### src/rtl/tl_phase_sched.sv
// Two-road traffic-light phase scheduler with farm-road request latch and emergency preempt.
// Latency: all outputs registered, inputs act on the next CK edge; no backpressure (free-running).
module tl_phase_sched #(
    parameter int PRESCALE = 16,
    parameter int CNT_W    = 4,
    parameter int T_GRN1   = 8,
    parameter int T_GRN2   = 5,
    parameter int T_YLW    = 3,
    parameter int T_AR     = 1
) (
    input  logic       CK,
    input  logic       CLR,
    input  logic       TEST,
    input  logic       FM,
    input  logic       PRE,
    input  logic       PRE_SEL,
    output logic       GRN1,
    output logic       YLW1,
    output logic       RED1,
    output logic       GRN2,
    output logic       YLW2,
    output logic       RED2,
    output logic [2:0] PHASE,
    output logic       FM_PEND
);

    localparam int PS_W = $clog2(PRESCALE);
    localparam logic [PS_W-1:0]  PS_LAST = PS_W'(PRESCALE - 1);
    localparam logic [CNT_W-1:0] LD_GRN1 = CNT_W'(T_GRN1 - 1);
    localparam logic [CNT_W-1:0] LD_GRN2 = CNT_W'(T_GRN2 - 1);
    localparam logic [CNT_W-1:0] LD_YLW  = CNT_W'(T_YLW - 1);
    localparam logic [CNT_W-1:0] LD_AR   = CNT_W'(T_AR - 1);
    // lamp vector order: {GRN1, YLW1, RED1, GRN2, YLW2, RED2}
    localparam logic [5:0] LAMP_ALLRED = 6'b001_001;

    typedef enum logic [2:0] {
        PH_G1  = 3'd0,
        PH_Y1  = 3'd1,
        PH_AR1 = 3'd2,
        PH_G2  = 3'd3,
        PH_Y2  = 3'd4,
        PH_AR2 = 3'd5
    } phase_e;

    phase_e           state, state_n;
    logic [CNT_W-1:0] timer, timer_n, timer_dec;
    logic [PS_W-1:0]  pcnt;
    logic             tick, expire, fm_pend_n;
    logic [5:0]       lamp, lamp_n;

    function automatic logic [CNT_W-1:0] load_val(input phase_e p);
        case (p)
            PH_G1:         load_val = LD_GRN1;
            PH_G2:         load_val = LD_GRN2;
            PH_Y1, PH_Y2:  load_val = LD_YLW;
            default:       load_val = LD_AR;
        endcase
    endfunction

    assign tick      = TEST || (pcnt == PS_LAST);
    assign expire    = tick && (timer == '0);
    assign timer_dec = (tick && timer != '0) ? timer - CNT_W'(1) : timer;

    always_comb begin
        state_n = state;
        timer_n = timer_dec;
        case (state)
            PH_G1: begin
                if (PRE && PRE_SEL)            state_n = PH_Y1;
                else if (PRE)                  timer_n = timer;
                else if (expire && FM_PEND)    state_n = PH_Y1;
            end
            PH_G2: begin
                if (PRE && !PRE_SEL)           state_n = PH_Y2;
                else if (PRE)                  timer_n = timer;
                else if (expire)               state_n = PH_Y2;
            end
            PH_Y1:  if (expire) state_n = PH_AR1;
            PH_Y2:  if (expire) state_n = PH_AR2;
            // all-red exits honour a preempt selection, even back to the same road
            PH_AR1: if (expire) state_n = (PRE && !PRE_SEL) ? PH_G1 : PH_G2;
            PH_AR2: if (expire) state_n = (PRE && PRE_SEL) ? PH_G2 : PH_G1;
            default: state_n = PH_AR2;
        endcase
        if (state_n != state) timer_n = load_val(state_n);
    end

    always_comb begin
        fm_pend_n = FM_PEND | FM;
        if (state_n == PH_G2 && state != PH_G2) fm_pend_n = 1'b0;
        case (state_n)
            PH_G1:   lamp_n = 6'b100_001;
            PH_Y1:   lamp_n = 6'b010_001;
            PH_G2:   lamp_n = 6'b001_100;
            PH_Y2:   lamp_n = 6'b001_010;
            default: lamp_n = LAMP_ALLRED;
        endcase
    end

    always_ff @(posedge CK) begin
        if (CLR) begin
            state   <= PH_AR2;
            timer   <= LD_AR;
            pcnt    <= '0;
            FM_PEND <= 1'b0;
            lamp    <= LAMP_ALLRED;
        end else begin
            state   <= state_n;
            timer   <= timer_n;
            pcnt    <= (TEST || pcnt == PS_LAST) ? '0 : pcnt + PS_W'(1);
            FM_PEND <= fm_pend_n;
            lamp    <= lamp_n;
        end
    end

    assign PHASE = state;
    assign {GRN1, YLW1, RED1, GRN2, YLW2, RED2} = lamp;

endmodule
### config.mk
export PLATFORM = sky130hd
export DESIGN_NAME = tl_phase_sched
export DESIGN_NICKNAME = d
export VERILOG_FILES = /design/src/rtl/tl_phase_sched.sv
export SDC_FILE = /design/constraint.sdc
export NUM_CORES = 1
export LEC_CHECK = 0
export CAP_MARGIN = 20
export CORE_MARGIN = 8
export CORE_UTILIZATION = 55
export DETAILED_ROUTE_END_ITERATION = 10
export PLACE_DENSITY = 0.81
export SLEW_MARGIN = 10
export SYNTH_ARGS = -nofsm -noshare
export SYNTH_HDL_FRONTEND = slang
export SYNTH_SLANG_ARGS = --single-unit
export TNS_END_PERCENT = 1
### constraint.sdc
create_clock -name CK -period 3.95 [get_ports CK]
set_input_delay 0.79 -clock CK [delete_from_list [all_inputs] [get_ports CK]]
set_output_delay 0.79 -clock CK [all_outputs]
set_load 0.05 [all_outputs]
==> results.json <==
{
  "grt_pass1_vias": 832,
  "cts_buffers": 3,
  "hold-path-endpoint": "pcnt[0]",
  "worstRegToRegCells": 8,
  "dieArea_um2": 3359,
  "totalWireLength_um": 2118,
  "mappedNetlistNets": 120,
  "multiInputGateArea_um2": 566.8,
  "yosys_cell_types": 40,
  "p_clk_frac": 0.115,
  "seq_area_um2": 360.3,
  "critical_path.endpoint_type": "output pin",
  "nNetsFinal": 135,
  "comb_power_share": 0.568,
  "drv_slew": 0,
  "cts_num_sinks": 18,
  "pin_count": 16,
  "core_area_um2": 1689,
  "switching_power_as_a_share_of_total_power": 0.4796,
  "fin_util": 0.6807,
  "die-height_um": 57.96,
  "tightestPinTransition_ns": 0.5287,
  "crit_path_start_kind": "flip-flop",
  "dr_total_vias": 881,
  "rrSetupSlack_ns": 1.83,
  "diodes": 0,
  "max_clock_freq_mhz": 376.7,
  "timing.max_cap.violations": 0,
  "vdd_drop_max_mv": 0.6182,
  "report.final.setup_viol": 0,
  "detail_route.drc_violations": 0,
  "hold_buffers": 0,
  "synthCells": 112,
  "seq_area_frac_synth": 0.3721,
  "cell_internal_pwr_mw": 0.5045,
  "place.gp.congestion": 0.8004,
  "power.density_cell_area_nw_per_um2": 843.0,
  "synth.ff_latch_count": 18,
  "detailedRoute.firstPassIterationCount": 4,
  "crit_path_top_delay_cell": "sky130_fd_sc_hd__clkdlybuf4s50_1",
  "placement.cell_area_um2": 1114,
  "critical_path.reg2reg.startpoint": "timer[0]",
  "critical_path_required_ns": 3.16,
  "die_x_um": 57.96,
  "post-layout-total-power_mw": 0.9694,
  "post_cts.resized_instances": 0,
  "final_common_cell": "sky130_fd_sc_hd__dfxtp_1",
  "path_cells": "clkdlybuf4s50_1",
  "relative_max_transition_margin": 0.6471,
  "worst_hold_slack_ns": 0.4789,
  "fillers": 146,
  "fin_tns_setup_ns": 0,
  "grt.overflow.total": 0,
  "synthArstFlopShare": 0,
  "power_switching_mw": 0.4649,
  "initial_core_utilization": 0.5733,
  "critPathArrivalTime_ns": 1.86,
  "fin_crit_sh": 0.6721,
  "share_seq_of_total_power": 0.317,
  "yosysWarnings": 0,
  "clock_path_buffers": 2,
  "layout.cells.most_common_list": "sky130_fd_sc_hd__dfxtp_1 (18), sky130_fd_sc_hd__clkdlybuf4s50_1 (15), sky130_fd_sc_hd__nor2_1 (10)",
  "post_layout_worst_setup_margin_ns": 1.295,
  "cts.reportedPaths.clkPinSlew_ns": 0.10,
  "grt_max_degree": 18,
  "worst_hold_path.num_cells": 1,
  "crit_buf_inv": 1,
  "hold_path.class": "flip-flop to flip-flop",
  "synthesis.area_um2": 968.4,
  "clk-insertion-delay-late_ns": 0.29,
  "area_growth_syn_to_layout_pct": 18.73,
  "criticalPathCategory": "flip-flop to output pin",
  "final_hold_violations": 0,
  "grt_pass1_wl_um": 3753,
  "placed_cells": 139,
  "drt_first_iter_violations": 13,
  "layout.cells.non_filler": 143,
  "post_route_standard_cell_area_excluding_fillers_um2": 1150,
  "timing.critical_path.depth": 1,
  "placement.setup.worst_slack_ns": 1.124,
  "timing.rr.end": "lamp[0]",
  "post-cts-setup-buffer-count": 0,
  "max_clock_skew_ns": 0.001192,
  "synth-edff-count": 0,
  "critPathTopFamily": "buffers and inverters",
  "dp_hpwl_um": 1572,
  "hold_path.startpoint": "pcnt[0]",
  "clock_tree.root_cell": "sky130_fd_sc_hd__clkbuf_4",
  "timing.critical_path.fanout_max": 17,
  "min_period_ns": 2.655,
  "detail_route.vias_per_cell": 6.161,
  "grt_use_total": 0.1378,
  "syn-mean-instance-area_um2": 8.647,
  "p_leak_nw": 0.4211,
  "wirelength_per_cell_um": 14.81,
  "antenna_violating_nets_left": 0,
  "htree_num_levels": 1,
  "cts_tree": "yes",
  "io_buffers": 15,
  "status": "finished clean",
  "synth_flop_cell": "sky130_fd_sc_hd__dfxtp_1",
  "final_layout_size_suffix_gt1_frac": 0.09524,
  "cp_slowest_stage_delay_ns": 0.91,
  "antenna_found_initial": 0,
  "floorplan.rows": 15,
  "rsz0062_at_grt": "false"
}
==> cells by family (layout without fill, tap and decap cells) <==
family,count (synthesis),count (layout),share of synthesized area
adder cells (fa/ha/maj),2,2,0.02584
flip-flops,18,18,0.3721
buffers and inverters,9,23,0.04263
XOR/XNOR,4,4,0.03618
multiplexers,1,1,0.01034
AND/OR/NAND/NOR,48,48,0.2739
AO/OA/AOI/OAI,30,30,0.2390
==> layout make-up <==
type | count | share of cell area
sequential | 18 | 0.3134
timing repair buffer | 15 | 0.1306
inverter | 4 | 0.01306
multi-input combinational | 85 | 0.4929
tap | 17 | 0.01850
clock buffer | 4 | 0.03156
==> worst max path at each step <==
stage	start	to
detailed placement	PRE	FM_PEND
global placement	PRE	FM_PEND
CTS	PHASE[1]	PHASE[1]
global route	PRE	FM_PEND
finish	PHASE[1]	PHASE[1]
floorplan	PRE	lamp[0]
==> synth_stat cells (all sizes together), types with 2 or more instances <==
library cell | count | share of area
xor2 | 2 | 0.018
nor2b | 2 | 0.013
buf | 4 | 0.023
nor3 | 10 | 0.057
nand2b | 3 | 0.019
a211o | 2 | 0.018
o21ai | 8 | 0.041
nand2 | 9 | 0.037
a311oi | 2 | 0.018
o21a | 4 | 0.031
dfxtp | 18 | 0.37
or3 | 3 | 0.019
xnor2 | 2 | 0.018
ha | 2 | 0.026
nor2 | 10 | 0.039
nand3 | 3 | 0.015
nor3b | 2 | 0.027
a2111oi | 3 | 0.040
and3 | 2 | 0.013
a21oi | 4 | 0.021
inv | 4 | 0.015
==> power by group through the flow <==
| stage | Clock (mW) | Sequential (mW) | Combinational (mW) |
|---|---|---|---|
| floorplan | 0 | 0.393 | 0.331 |
| global placement | 0 | 0.306 | 0.544 |
| detailed placement | 0 | 0.310 | 0.549 |
| CTS | 0.115 | 0.307 | 0.552 |
| global route | 0.124 | 0.316 | 0.602 |
| finish | 0.112 | 0.307 | 0.551 |
==> flip-flops by register name, indices dropped and copies added (netlist names) <==
| register | cells |
|---|---|
| FM_PEND | 1 |
| PHASE | 3 |
| lamp | 6 |
| pcnt | 4 |
| timer | 4 |
==> worst register-to-register path: stages, from the launching register on <==
cell and delay (ns):
sky130_fd_sc_hd__dfxtp_1 0.34, sky130_fd_sc_hd__inv_1 0.06, sky130_fd_sc_hd__ha_1 0.16, sky130_fd_sc_hd__nor3b_4 0.29
sky130_fd_sc_hd__nand2_2 0.14, sky130_fd_sc_hd__a311o_1 0.36, sky130_fd_sc_hd__or2_1 0.26, sky130_fd_sc_hd__and2_4 0.16
sky130_fd_sc_hd__a211o_1 0.25
==> per-layer routing <==
| metal | wire length, µm | vias up | global-route usage |
|---|---|---|---|
| met5 | 0 | - | 0 |
| met2 | 1069 | 23 | 0.2293 |
| met1 | 866 | 416 | 0.1598 |
| li1 | - | 440 | - |
| met3 | 172 | 2 | 0.06402 |
| met4 | 10 | 0 | 0.02098 |
(Power assumes the default switching activity.)
